<file path="config.mk">
export PLATFORM = sky130hd
export DESIGN_NAME = bot_disp_sync
export DESIGN_NICKNAME = d
export VERILOG_FILES = /design/src/rtl/bot_disp_sync.sv
export SDC_FILE = /design/constraint.sdc
export NUM_CORES = 1
export LEC_CHECK = 0
export BUFFER_PORTS_ARGS = -buffer_cell sky130_fd_sc_hd__buf_4
export CORE_AREA = 3 3 112 87
export DETAILED_ROUTE_END_ITERATION = 12
export DIE_AREA = 0 0 115 90
export GPL_TIMING_DRIVEN = 0
export SLEW_MARGIN = 20
export SYNTH_ARGS = -nofsm -noshare
export SYNTH_HDL_FRONTEND = slang
export SYNTH_SLANG_ARGS = --single-unit
</file>
<file path="constraint.sdc">
create_clock -name clk -period 3.5 [get_ports clk]
set_clock_uncertainty 0.2 [all_clocks]
set_input_delay 0.175 -clock clk [delete_from_list [all_inputs] [get_ports clk]]
set_output_delay 0.175 -clock clk [all_outputs]
set_load 0.02 [all_outputs]
</file>
<file path="src/rtl/bot_disp_sync.sv">
// bot_disp_sync: shadow-buffers Rojobot location/info updates and commits them to the
// display-side registers only on vertical-blanking entry, so the icon never tears mid-frame.
module bot_disp_sync #(
  parameter logic [9:0] VBLANK_ROW = 10'd480,
  parameter logic [7:0] RST_LOCX   = 8'd64,
  parameter logic [7:0] RST_LOCY   = 8'd64,
  parameter int unsigned DROP_W    = 8
) (
  input  logic              clk,
  input  logic              reset_n,
  input  logic              upd_sysregs,
  input  logic [7:0]        locx_in,
  input  logic [7:0]        locy_in,
  input  logic [7:0]        botinfo_in,
  input  logic [9:0]        pixel_row,
  output logic [7:0]        locx_reg,
  output logic [7:0]        locy_reg,
  output logic [7:0]        botinfo_reg,
  output logic              upd_pending,
  output logic              frame_tick,
  output logic [DROP_W-1:0] drop_cnt
);
  typedef enum logic [1:0] {IDLE, PEND, COMMIT} state_t;
  state_t            state_q;
  logic [7:0]        locx_q, locy_q, info_q, sh_locx_q, sh_locy_q, sh_info_q;
  logic              pend_q, tick_q, in_vblank_q;
  logic [DROP_W-1:0] drop_q;
  logic              in_vblank, vblank_rise;
  assign in_vblank   = pixel_row >= VBLANK_ROW;
  assign vblank_rise = in_vblank & ~in_vblank_q;
  always_ff @(posedge clk or negedge reset_n)
    if (!reset_n) begin
      state_q     <= IDLE;
      locx_q      <= RST_LOCX;
      locy_q      <= RST_LOCY;
      info_q      <= '0;
      sh_locx_q   <= RST_LOCX;
      sh_locy_q   <= RST_LOCY;
      sh_info_q   <= '0;
      pend_q      <= 1'b0;
      tick_q      <= 1'b0;
      in_vblank_q <= 1'b1;
      drop_q      <= '0;
    end else begin
      in_vblank_q <= in_vblank;
      tick_q      <= vblank_rise;
      case (state_q)
        IDLE:
          if (upd_sysregs) begin
            {sh_locx_q, sh_locy_q, sh_info_q} <= {locx_in, locy_in, botinfo_in};
            pend_q  <= 1'b1;
            state_q <= PEND;
          end
        PEND: begin
          if (upd_sysregs) begin
            {sh_locx_q, sh_locy_q, sh_info_q} <= {locx_in, locy_in, botinfo_in};
            if (drop_q != {DROP_W{1'b1}}) drop_q <= drop_q + 1'b1;
          end
          if (vblank_rise) state_q <= COMMIT;
        end
        COMMIT: begin
          // commit takes the old shadow; a same-cycle update waits for next frame
          {locx_q, locy_q, info_q} <= {sh_locx_q, sh_locy_q, sh_info_q};
          if (upd_sysregs) begin
            {sh_locx_q, sh_locy_q, sh_info_q} <= {locx_in, locy_in, botinfo_in};
            state_q <= PEND;
          end else begin
            pend_q  <= 1'b0;
            state_q <= IDLE;
          end
        end
        default: state_q <= IDLE;
      endcase
    end
  assign locx_reg    = locx_q;
  assign locy_reg    = locy_q;
  assign botinfo_reg = info_q;
  assign upd_pending = pend_q;
  assign frame_tick  = tick_q;
  assign drop_cnt    = drop_q;
endmodule

</file>
==> impl_metrics.yaml <==
clock_tree:
  clock_buffers_created_by_tritoncts: 9
  cts.reportedPaths.clkPinSlew_ns: 0.05
  root_buffer: "sky130_fd_sc_hd__clkbuf_16"
  clock-sinks: 61
  clock_latency_ns: 0.32
  max-clock-path-buffers: 2
  number_of_cells_upsized_or_downsized_after_cts: 0
  htreeDepth: 3
  cts_tree: "done"
yosys:
  yosysWarningCount: 0
  postSynthNetCount: 191
  average_footprint_of_a_synthesized_cell_um2: 16.0
  synth_area_um2: 2440
  synth_seq_area_share_pct: 62.7
  synthCells: 153
  netlist-cell-type-count: 32
  synth_seq_cells: 61
timing:
  fmaxAchievable_ghz: 0.576
  post-route-min-period_ns: 1.74
  timing.slew.headroom_pct: 48.4
  setup_viol_count_final: 0
  timing_max_transition_violations_final: 0
  fin_tns_setup_ns: 0
  final.period_utilization_pct: 49.6
  final_critical_path_setup_slack_ns: 1.76
  hold_violations: 0
  hold-worst-slack_ns: 0.0522
  pin_slew_with_the_least_headroom_to_its_limit_ns: 0.773
  grt_setup_unrepaired: "no"
floorplanning:
  pin_count: 71
  placementRows: 29
  start_util_pct: 28.5
  placeableCoreArea_um2: 8560
  floorplan.die_area_um2: 10400
  die_extent_in_x_um: 115
  die_h_um: 90
critical_path:
  cp.buffers_inverters: 3
  worst_ep_required_time_ns: 3.50
  crit-reg2reg-launch: "drop_cnt[0]"
  crit_path_top_delay_cell: "sky130_fd_sc_hd__dlygate4sd3_1"
  cp_data_arrival_time_ns: 1.73
  critical_path_peak_fanout: 10
  timing.reg2reg.setup_slack_ns: 1.79
  cp_launch_type: "input pin"
  criticalPathCategory: "input pin to flip-flop"
  rr_worst_depth: 4
  critical_path.max_stage_delay_ns: 0.53
  worst_path_dominant_cell_family: "buffers and inverters"
  cp_cell_sequence: "dlygate4sd3_1, buf_4, a21boi_4, buf_6, mux2_2"
  reg_to_reg_end: "drop_cnt[1]"
  type_of_destination_of_the_critical_path: "flip-flop"
global_routing:
  antenna_found_initial: 0
  track_usage_pct: 10.6
  grt_max_degree: 62
  grt_pass1_vias: 1618
  grt_residual_overflow: 0
  wire_length_of_the_first_global_routing_pass_um: 8330
finish:
  count_of_nets_after_finishing: 295
  final_cell_area_excluding_filler_cells_um2: 3630
  fraction_of_layout_cells_with_a_size_suffix_above_1_pct: 54.6
  postLayoutCoreUtil_pct: 42.4
  antenna-diode-count: 0
  area_growth_from_synthesis_to_final_layout_pct: 48.5
routing:
  drt-wirelength-per-cell_um: 13.4
  drt_iter0_drc: 49
  avgViaCountPerCell: 4.35
  drc: 0
  finalWirelength_um: 4950
  detailroute.via_count: 1609
  drt-pass1-iter-count: 3
  ant_nets: 0
job:
  drv_cap: 0
placement:
  dpl_cell_area_um2: 3070
  place_congestion: 0.697
  portBuffers: 65
  detailedPlacementHpwl_um: 3280
  placement.setup.worst_slack_ns: 1.77
power:
  leakage_power_figure_nw: 1.65
  power_density_nw_per_um2: 777
  irDropWorstVdd_mv: 0.495
min_path:
  hold_depth: 3
  hp-class: "input pin to flip-flop"
  holdCritStartpoint: "pixel_row[8]"
  min_to: "frame_tick"
run_status:
  status: "finished clean"
per-stage QoR:
step | total power [mW] | instances
5_1_grt | 3.00 | 370
2_1_floorplan | 1.60 | 153
3_3_place_gp | 1.99 | 326
3_5_place_dp | 2.01 | 326
6_report | 2.82 | 370
4_1_cts | 2.87 | 370
area by class of cell:
| cell class | instances | area [um2] |
|---|---|---|
| multi-input combinational | 86 | 858 |
| clock inverter | 1 | 5.00 |
| sequential | 61 | 1530 |
| inverter | 2 | 7.51 |
| timing repair buffer | 93 | 768 |
| clock buffer | 15 | 278 |
| tap | 108 | 135 |
| fill | 795 | 4930 |
| buffer | 4 | 45.0 |
Yosys cell counts, drive strengths merged:
cell type,n,area share (%)
a2111oi,1,1.1
a211oi,1,0.31
a21boi,2,1.1
a21o,1,0.36
a21oi,2,0.41
a41oi,1,0.36
and3,1,0.26
and4,1,0.36
buf,4,1.8
dfrtp,56,57
dfstp,5,5.4
ha,1,0.51
inv,2,0.31
mux2,51,24
mux2i,1,0.41
nand2,5,0.87
nand2b,1,0.26
nand3,2,0.41
nand3b,1,0.82
nand4b,1,0.36
nor2,1,0.15
nor3,3,0.61
nor4,1,0.51
o21ai,2,0.41
o21bai,1,0.31
o2bb2ai,1,0.36
or2b,1,0.31
xnor2,1,0.36
xor2,2,0.72
worst max-delay path by stage:
| stage | start | end | slack, ns | cells past startpoint |
|---|---|---|---|---|
| CTS | upd_sysregs | sh_locy_q[2] | 1.74 | 5 |
| finish | upd_sysregs | sh_locy_q[0] | 1.76 | 5 |
| detailed placement | state_q[0] | botinfo_reg[6] | 1.77 | 4 |
| global route | drop_cnt[0] | drop_cnt[6] | 1.65 | 4 |
| global placement | state_q[0] | sh_locx_q[7] | 1.80 | 3 |
| floorplan | drop_cnt[0] | drop_cnt[1] | 1.77 | 4 |
logic make-up (layout without fill, tap and decap cells):
family          after synthesis  after routing  share of synthesized area [%]
flops                        61             61                           62.7
mux                          52             52                           23.9
simple gates                 18             18                           4.92
compound gates               12             12                           4.71
buf+inv                       6            115                           2.15
xor+xnor                      3              3                           1.08
fa+ha+maj                     1              1                          0.512
repair_timing:
| item | in CTS | in global routing |
|---|---|---|
| hold buffers | 28 | 0 |
| buffers inserted | 0 | 0 |
| endpoints found under the hold margin | 85 | 0 |
routing by layer:
metal | GRT usage, % | routed length (um) | up-vias
met4 | 4.40 | 72 | 0
met2 | 14.9 | 2260 | 46
met1 | 13.8 | 2310 | 789
li1 | - | - | 766
met5 | 0 | 0 | -
met3 | 5.03 | 309 | 8
cells in the final DEF (no fill, tap or decap), types with 2 or more instances in the layout:
cell | netlist | layout
sky130_fd_sc_hd__clkbuf_1 | 0 | 3
sky130_fd_sc_hd__dfstp_2 | 5 | 5
sky130_fd_sc_hd__o21ai_0 | 2 | 2
sky130_fd_sc_hd__nand2_1 | 4 | 4
sky130_fd_sc_hd__buf_6 | 4 | 4
sky130_fd_sc_hd__clkbuf_16 | 0 | 9
sky130_fd_sc_hd__dfrtp_1 | 56 | 56
sky130_fd_sc_hd__inv_1 | 2 | 2
sky130_fd_sc_hd__a21oi_1 | 2 | 2
sky130_fd_sc_hd__nand3_1 | 2 | 2
sky130_fd_sc_hd__dlygate4sd3_1 | 0 | 28
sky130_fd_sc_hd__xor2_1 | 2 | 2
sky130_fd_sc_hd__nor3_1 | 3 | 3
sky130_fd_sc_hd__clkbuf_8 | 0 | 3
sky130_fd_sc_hd__mux2_2 | 50 | 50
sky130_fd_sc_hd__buf_4 | 0 | 65
where the power goes:
group | internal (mW) | total, mW | leakage (nW) | switching (mW)
Combinational | 0.472 | 0.909 | 0.784 | 0.437
Sequential | 0.942 | 1.10 | 0.723 | 0.155
Clock | 0.535 | 0.815 | 0.140 | 0.280
worst min-delay path: stages:
cell and delay (ns):
sky130_fd_sc_hd__buf_4 0.07, sky130_fd_sc_hd__a41oi_1 0.13, sky130_fd_sc_hd__nor2_1 0.13
No activity file was read; power rests on OpenSTA's default activity.
